<file path="src/rtl/mips_cpu_bus_arbiter.sv">
// Round-robin arbiter between instruction fetch and load/store, sequencing one
// Avalon transfer at a time and returning a registered one-cycle acknowledge.
//
// state  | meaning
// S_IDLE | bus free; sample both requests, grant one
// S_BUS  | Avalon strobe and payload held until waitrequest falls
// S_RESP | one-cycle ack with captured read data to the owner
module mips_cpu_bus_arbiter (
  input  logic        clk_i,
  input  logic        reset_i,
  input  logic        ifetch_req_i,
  input  logic [31:0] ifetch_addr_i,
  output logic        ifetch_ack_o,
  output logic [31:0] ifetch_rdata_o,
  input  logic        data_req_i,
  input  logic        data_we_i,
  input  logic [31:0] data_addr_i,
  input  logic [31:0] data_wdata_i,
  input  logic [3:0]  data_be_i,
  output logic        data_ack_o,
  output logic [31:0] data_rdata_o,
  output logic [31:0] address_o,
  output logic        read_o,
  output logic        write_o,
  output logic [31:0] writedata_o,
  output logic [3:0]  byteenable_o,
  input  logic        waitrequest_i,
  input  logic [31:0] readdata_i,
  output logic        bus_busy_o
);

  typedef enum logic [1:0] {
    S_IDLE = 2'd0,
    S_BUS  = 2'd1,
    S_RESP = 2'd2
  } state_e;

  state_e      state_q, state_d;
  logic        owner_data_q, owner_data_d;
  logic        last_grant_q, last_grant_d;
  logic [31:0] address_q, address_d;
  logic        read_q, read_d;
  logic        write_q, write_d;
  logic [31:0] writedata_q, writedata_d;
  logic [3:0]  byteenable_q, byteenable_d;
  logic        ifetch_ack_q, ifetch_ack_d;
  logic        data_ack_q, data_ack_d;
  logic [31:0] ifetch_rdata_q, ifetch_rdata_d;
  logic [31:0] data_rdata_q, data_rdata_d;
  logic        grant_data;

  // last_grant_q = 1 means data was granted last, so fetch wins the next tie.
  assign grant_data = data_req_i && (!ifetch_req_i || !last_grant_q);

  always_comb begin
    state_d        = state_q;
    owner_data_d   = owner_data_q;
    last_grant_d   = last_grant_q;
    address_d      = address_q;
    read_d         = read_q;
    write_d        = write_q;
    writedata_d    = writedata_q;
    byteenable_d   = byteenable_q;
    ifetch_ack_d   = 1'b0;
    data_ack_d     = 1'b0;
    ifetch_rdata_d = ifetch_rdata_q;
    data_rdata_d   = data_rdata_q;

    case (state_q)
      S_IDLE: begin
        if (ifetch_req_i || data_req_i) begin
          owner_data_d = grant_data;
          last_grant_d = grant_data;
          state_d      = S_BUS;
          if (grant_data) begin
            address_d    = data_addr_i;
            read_d       = ~data_we_i;
            write_d      = data_we_i;
            writedata_d  = data_wdata_i;
            byteenable_d = data_be_i;
          end else begin
            address_d    = ifetch_addr_i;
            read_d       = 1'b1;
            write_d      = 1'b0;
            writedata_d  = 32'd0;
            byteenable_d = 4'hF;
          end
        end
      end

      S_BUS: begin
        if (!waitrequest_i) begin
          read_d  = 1'b0;
          write_d = 1'b0;
          state_d = S_RESP;
          if (owner_data_q) begin
            data_ack_d   = 1'b1;
            data_rdata_d = read_q ? readdata_i : 32'd0;
          end else begin
            ifetch_ack_d   = 1'b1;
            ifetch_rdata_d = readdata_i;
          end
        end
      end

      S_RESP: begin
        state_d = S_IDLE;
      end

      default: begin
        state_d = S_IDLE;
      end
    endcase
  end

  always_ff @(posedge clk_i) begin
    if (reset_i) begin
      state_q        <= S_IDLE;
      owner_data_q   <= 1'b0;
      last_grant_q   <= 1'b1;
      address_q      <= 32'd0;
      read_q         <= 1'b0;
      write_q        <= 1'b0;
      writedata_q    <= 32'd0;
      byteenable_q   <= 4'd0;
      ifetch_ack_q   <= 1'b0;
      data_ack_q     <= 1'b0;
      ifetch_rdata_q <= 32'd0;
      data_rdata_q   <= 32'd0;
    end else begin
      state_q        <= state_d;
      owner_data_q   <= owner_data_d;
      last_grant_q   <= last_grant_d;
      address_q      <= address_d;
      read_q         <= read_d;
      write_q        <= write_d;
      writedata_q    <= writedata_d;
      byteenable_q   <= byteenable_d;
      ifetch_ack_q   <= ifetch_ack_d;
      data_ack_q     <= data_ack_d;
      ifetch_rdata_q <= ifetch_rdata_d;
      data_rdata_q   <= data_rdata_d;
    end
  end

  assign ifetch_ack_o   = ifetch_ack_q;
  assign ifetch_rdata_o = ifetch_rdata_q;
  assign data_ack_o     = data_ack_q;
  assign data_rdata_o   = data_rdata_q;
  assign address_o      = address_q;
  assign read_o         = read_q;
  assign write_o        = write_q;
  assign writedata_o    = writedata_q;
  assign byteenable_o   = byteenable_q;
  assign bus_busy_o     = (state_q != S_IDLE);

endmodule

</file>
<file path="config.mk">
export PLATFORM = sky130hd
export DESIGN_NAME = mips_cpu_bus_arbiter
export DESIGN_NICKNAME = d
export VERILOG_FILES = /design/src/rtl/mips_cpu_bus_arbiter.sv
export SDC_FILE = /design/constraint.sdc
export NUM_CORES = 1
export LEC_CHECK = 0
export ABC_AREA = 1
export CELL_PAD_IN_SITES_DETAIL_PLACEMENT = 0
export CELL_PAD_IN_SITES_GLOBAL_PLACEMENT = 1
export CORE_MARGIN = 2
export CORE_UTILIZATION = 30
export CTS_BUF_LIST = sky130_fd_sc_hd__clkbuf_8
export CTS_CLUSTER_DIAMETER = 150
export DETAILED_ROUTE_END_ITERATION = 16
export PLACE_DENSITY_LB_ADDON = 0.12
export SLEW_MARGIN = 0
export SYNTH_ARGS = -nofsm -noshare
export SYNTH_HDL_FRONTEND = slang
export SYNTH_SLANG_ARGS = --single-unit
</file>
<file path="constraint.sdc">
create_clock -name clk_i -period 3 [get_ports clk_i]
set_clock_uncertainty 0.1 [all_clocks]
set_input_delay 0.3 -clock clk_i [delete_from_list [all_inputs] [get_ports clk_i]]
set_output_delay 0.3 -clock clk_i [all_outputs]
set_load 0.1 [all_outputs]
</file>
==> qor.txt <==
CTS buffer count -> 17
final instance count without filler cells -> 1316
net count after synthesis -> 959
smallest hold slack -> 0.323 ns
largest net degree at the start of global routing -> 71
core area -> 0.0187 mm^2
num ports -> 275
peak supply drop -> 0.000248 V
initial antenna violation count -> 0
global-route usage over all layers -> 0.176
Die ar. -> 0.0201 mm^2
Starting Density -> 0.305
count of flip-flops with a built-in enable after synthesis -> 0
Simple-Gate Fraction of Synth Area -> 0.319
GP Congestion -> 0.762
status -> completed
post-route cell area -> 0.00865 mm^2
CTS Buffer Depth -> 2
cell with the most instances after synthesis -> nor2_1
CP max stage cell -> dfxtp_1
synth top area cells -> dfxtp_1 49%, nor2_1 15%, nand2_1 12%
CTS H-tree lvls -> 4
Horiz. Die Dim -> 142 um
mapped cell area -> 0.00571 mm^2
RSZ-0062 raised after global routing -> false
first-pass GRT wire length -> 28000 um
antenna cells -> 0
Netlist cell types -> 21
setup TNS -> 0 ns
Seq cells post-synth -> 140
Core Rows -> 50
Critical Path RT -> 2.60 ns
Post-CTS Setup Bufs -> 0
largest family of logic cells by synthesized area -> simple AND/OR/NAND/NOR gates
area leader, netlist -> dfxtp_1
CP peak stage delay -> 0.71 ns
Resized cells post-CTS -> 0
Cells after Synth -> 821
first-pass detailed-route iteration total -> 4
number of port buffers -> 274
Max-slew headroom -> 0.584
R2R depth -> 6
measured slew at the worst slew-check pin -> 0.624 ns
Seq/Total Area, Yosys -> 0.491
Routed Antenna Nets -> 0
kind of cell adding the most delay to the critical path -> flip-flops
Placement Cell Area -> 0.00819 mm^2
post-detail-place hpwl -> 12100 um
Cell Chain, Critical Path -> buf_4
total grt overflow -> 0
mux cell area share after synthesis -> 0
max-slew violation count -> 0
post-route clock period utilization -> 0.652
routed vias/inst -> 4.31
CP arrival -> 1.55 ns
Worst setup SP type -> flop
drt initial violations -> 224
clk_lat worst skew -> 0.44 ns
CTS Root Cell -> clkbuf_8
crit end category -> output port
HP Start -> data_wdata_i[16]
Syn. warnings -> 0
Tmin final -> 1.95 ns
number of global-route vias before repair -> 5484
compound-gate portion of the synthesized area -> 0.102
hold endpoint -> writedata_o[16]
reg2reg end -> ifetch_rdata_o[4]
Leak Pwr -> 3.99 nW
drt wl/cell -> 13.4 um
drt drc -> 0
# hold bufs at CTS -> 0
post-synth top area share -> 0.491
synthesis-to-finish area growth -> 51.6%
Final nets -> 1207
post-synthesis xor/xnor area fraction -> 0
P per Cell Area -> 641 mW/mm^2
Hold Fails Final Rpt -> 0
Hold Path Stages -> 3
post-synthesis average cell area -> 6.95 um^2
Die H -> 142 um
Post-Place Cells -> 1284
CTS tree -> yes
reg-to-reg slack, setup -> 1.29 ns
critical path type -> reg2out
ys flop type -> dfxtp_1
crit-path max FO -> 17
RR Startpoint -> state_q[0]
# clock sinks -> 140
Hold Path Class -> in2reg
Routed WL -> 17600 um
share of cells above drive strength 1 -> 0.176
# setup viols final -> 0
top cells by count, synth -> 224 x nor2_1, 188 x nand2_1, 140 x dfxtp_1
Worst-path clk slew -> 0.08 ns
Synth Area in Adders -> 0
# Max-Cap Violations -> 0
fmax -> 0.512 GHz
CP Buf/Inv Count -> 1
routed vias -> 5671
ys async rst share -> 0
==> worst max-delay path by stage <==
stage,start,endpoint,cells after the start
global route,read_o,read_o,1
detailed placement,waitrequest_i,ifetch_rdata_o[25],6
floorplan,read_o,data_rdata_o[11],6
CTS,read_o,read_o,1
global placement,waitrequest_i,ifetch_rdata_o[8],6
finish,read_o,read_o,1
==> logic make-up after synthesis <==
logic type      Yosys count
flops                   140
compound gates          116
simple gates            457
buf+inv                 108
==> report_power, final <==
group / internal, mW / switching (mW) / leakage, nW
logic: 0.446 / 1.28 / 2.61
clock network: 0.991 / 0.763 / 0.229
registers: 1.98 / 0.0738 / 1.15
total: 3.42 / 2.12 / 3.99
==> flip-flops by register name (all words and copies together), names as in the netlist <==
signal          count
read_o              1
data_ack_o          1
write_o             1
data_rdata_o       32
byteenable_o        4
writedata_o        32
last_grant_q        1
address_o          32
ifetch_rdata_o     32
owner_data_q        1
ifetch_ack_o        1
state_q             2
==> per-layer routing <==
metal,global-route usage,part of all wire
met3,0.0749,0.081
met2,0.281,0.46
met1,0.214,0.44
met4,0.0616,0.022
met5,0,0
==> cells in the final DEF (no fill, tap or decap), types with 3 or more instances in the layout <==
cell             netlist  final
nor2_1               224    224
clkbuf_8               0     17
dfxtp_1              140    140
clkinv_4               0      3
buf_4                  5    144
bufinv_16              0      5
inv_1                 50     51
a21oi_1               48     48
clkdlybuf4s50_1        0    137
nand2_1              188    187
inv_2                  3      4
nand3_1               36     36
o21ai_0               68     68
==> area by class of cell <==
cell class	count	area (um^2)
Fill cell	1954	10100
Timing Repair Buffer	283	2490
Inverter	54	203
Clock buffer	17	234
Tap cell	234	293
Clock inverter	15	221
Sequential cell	140	2800
Multi-Input combinational cell	573	2400
==> per-stage QoR <==
stage	setup WS, ns	utilization	total power, mW
2_1_floorplan	1.11	-	3.36
3_3_place_gp	0.939	0.438	3.84
3_5_place_dp	0.936	0.438	3.84
4_1_cts	0.990	0.462	5.63
5_1_grt	0.925	0.462	5.81
6_report	1.05	0.462	5.54
Power figures use the tool's default switching activity.
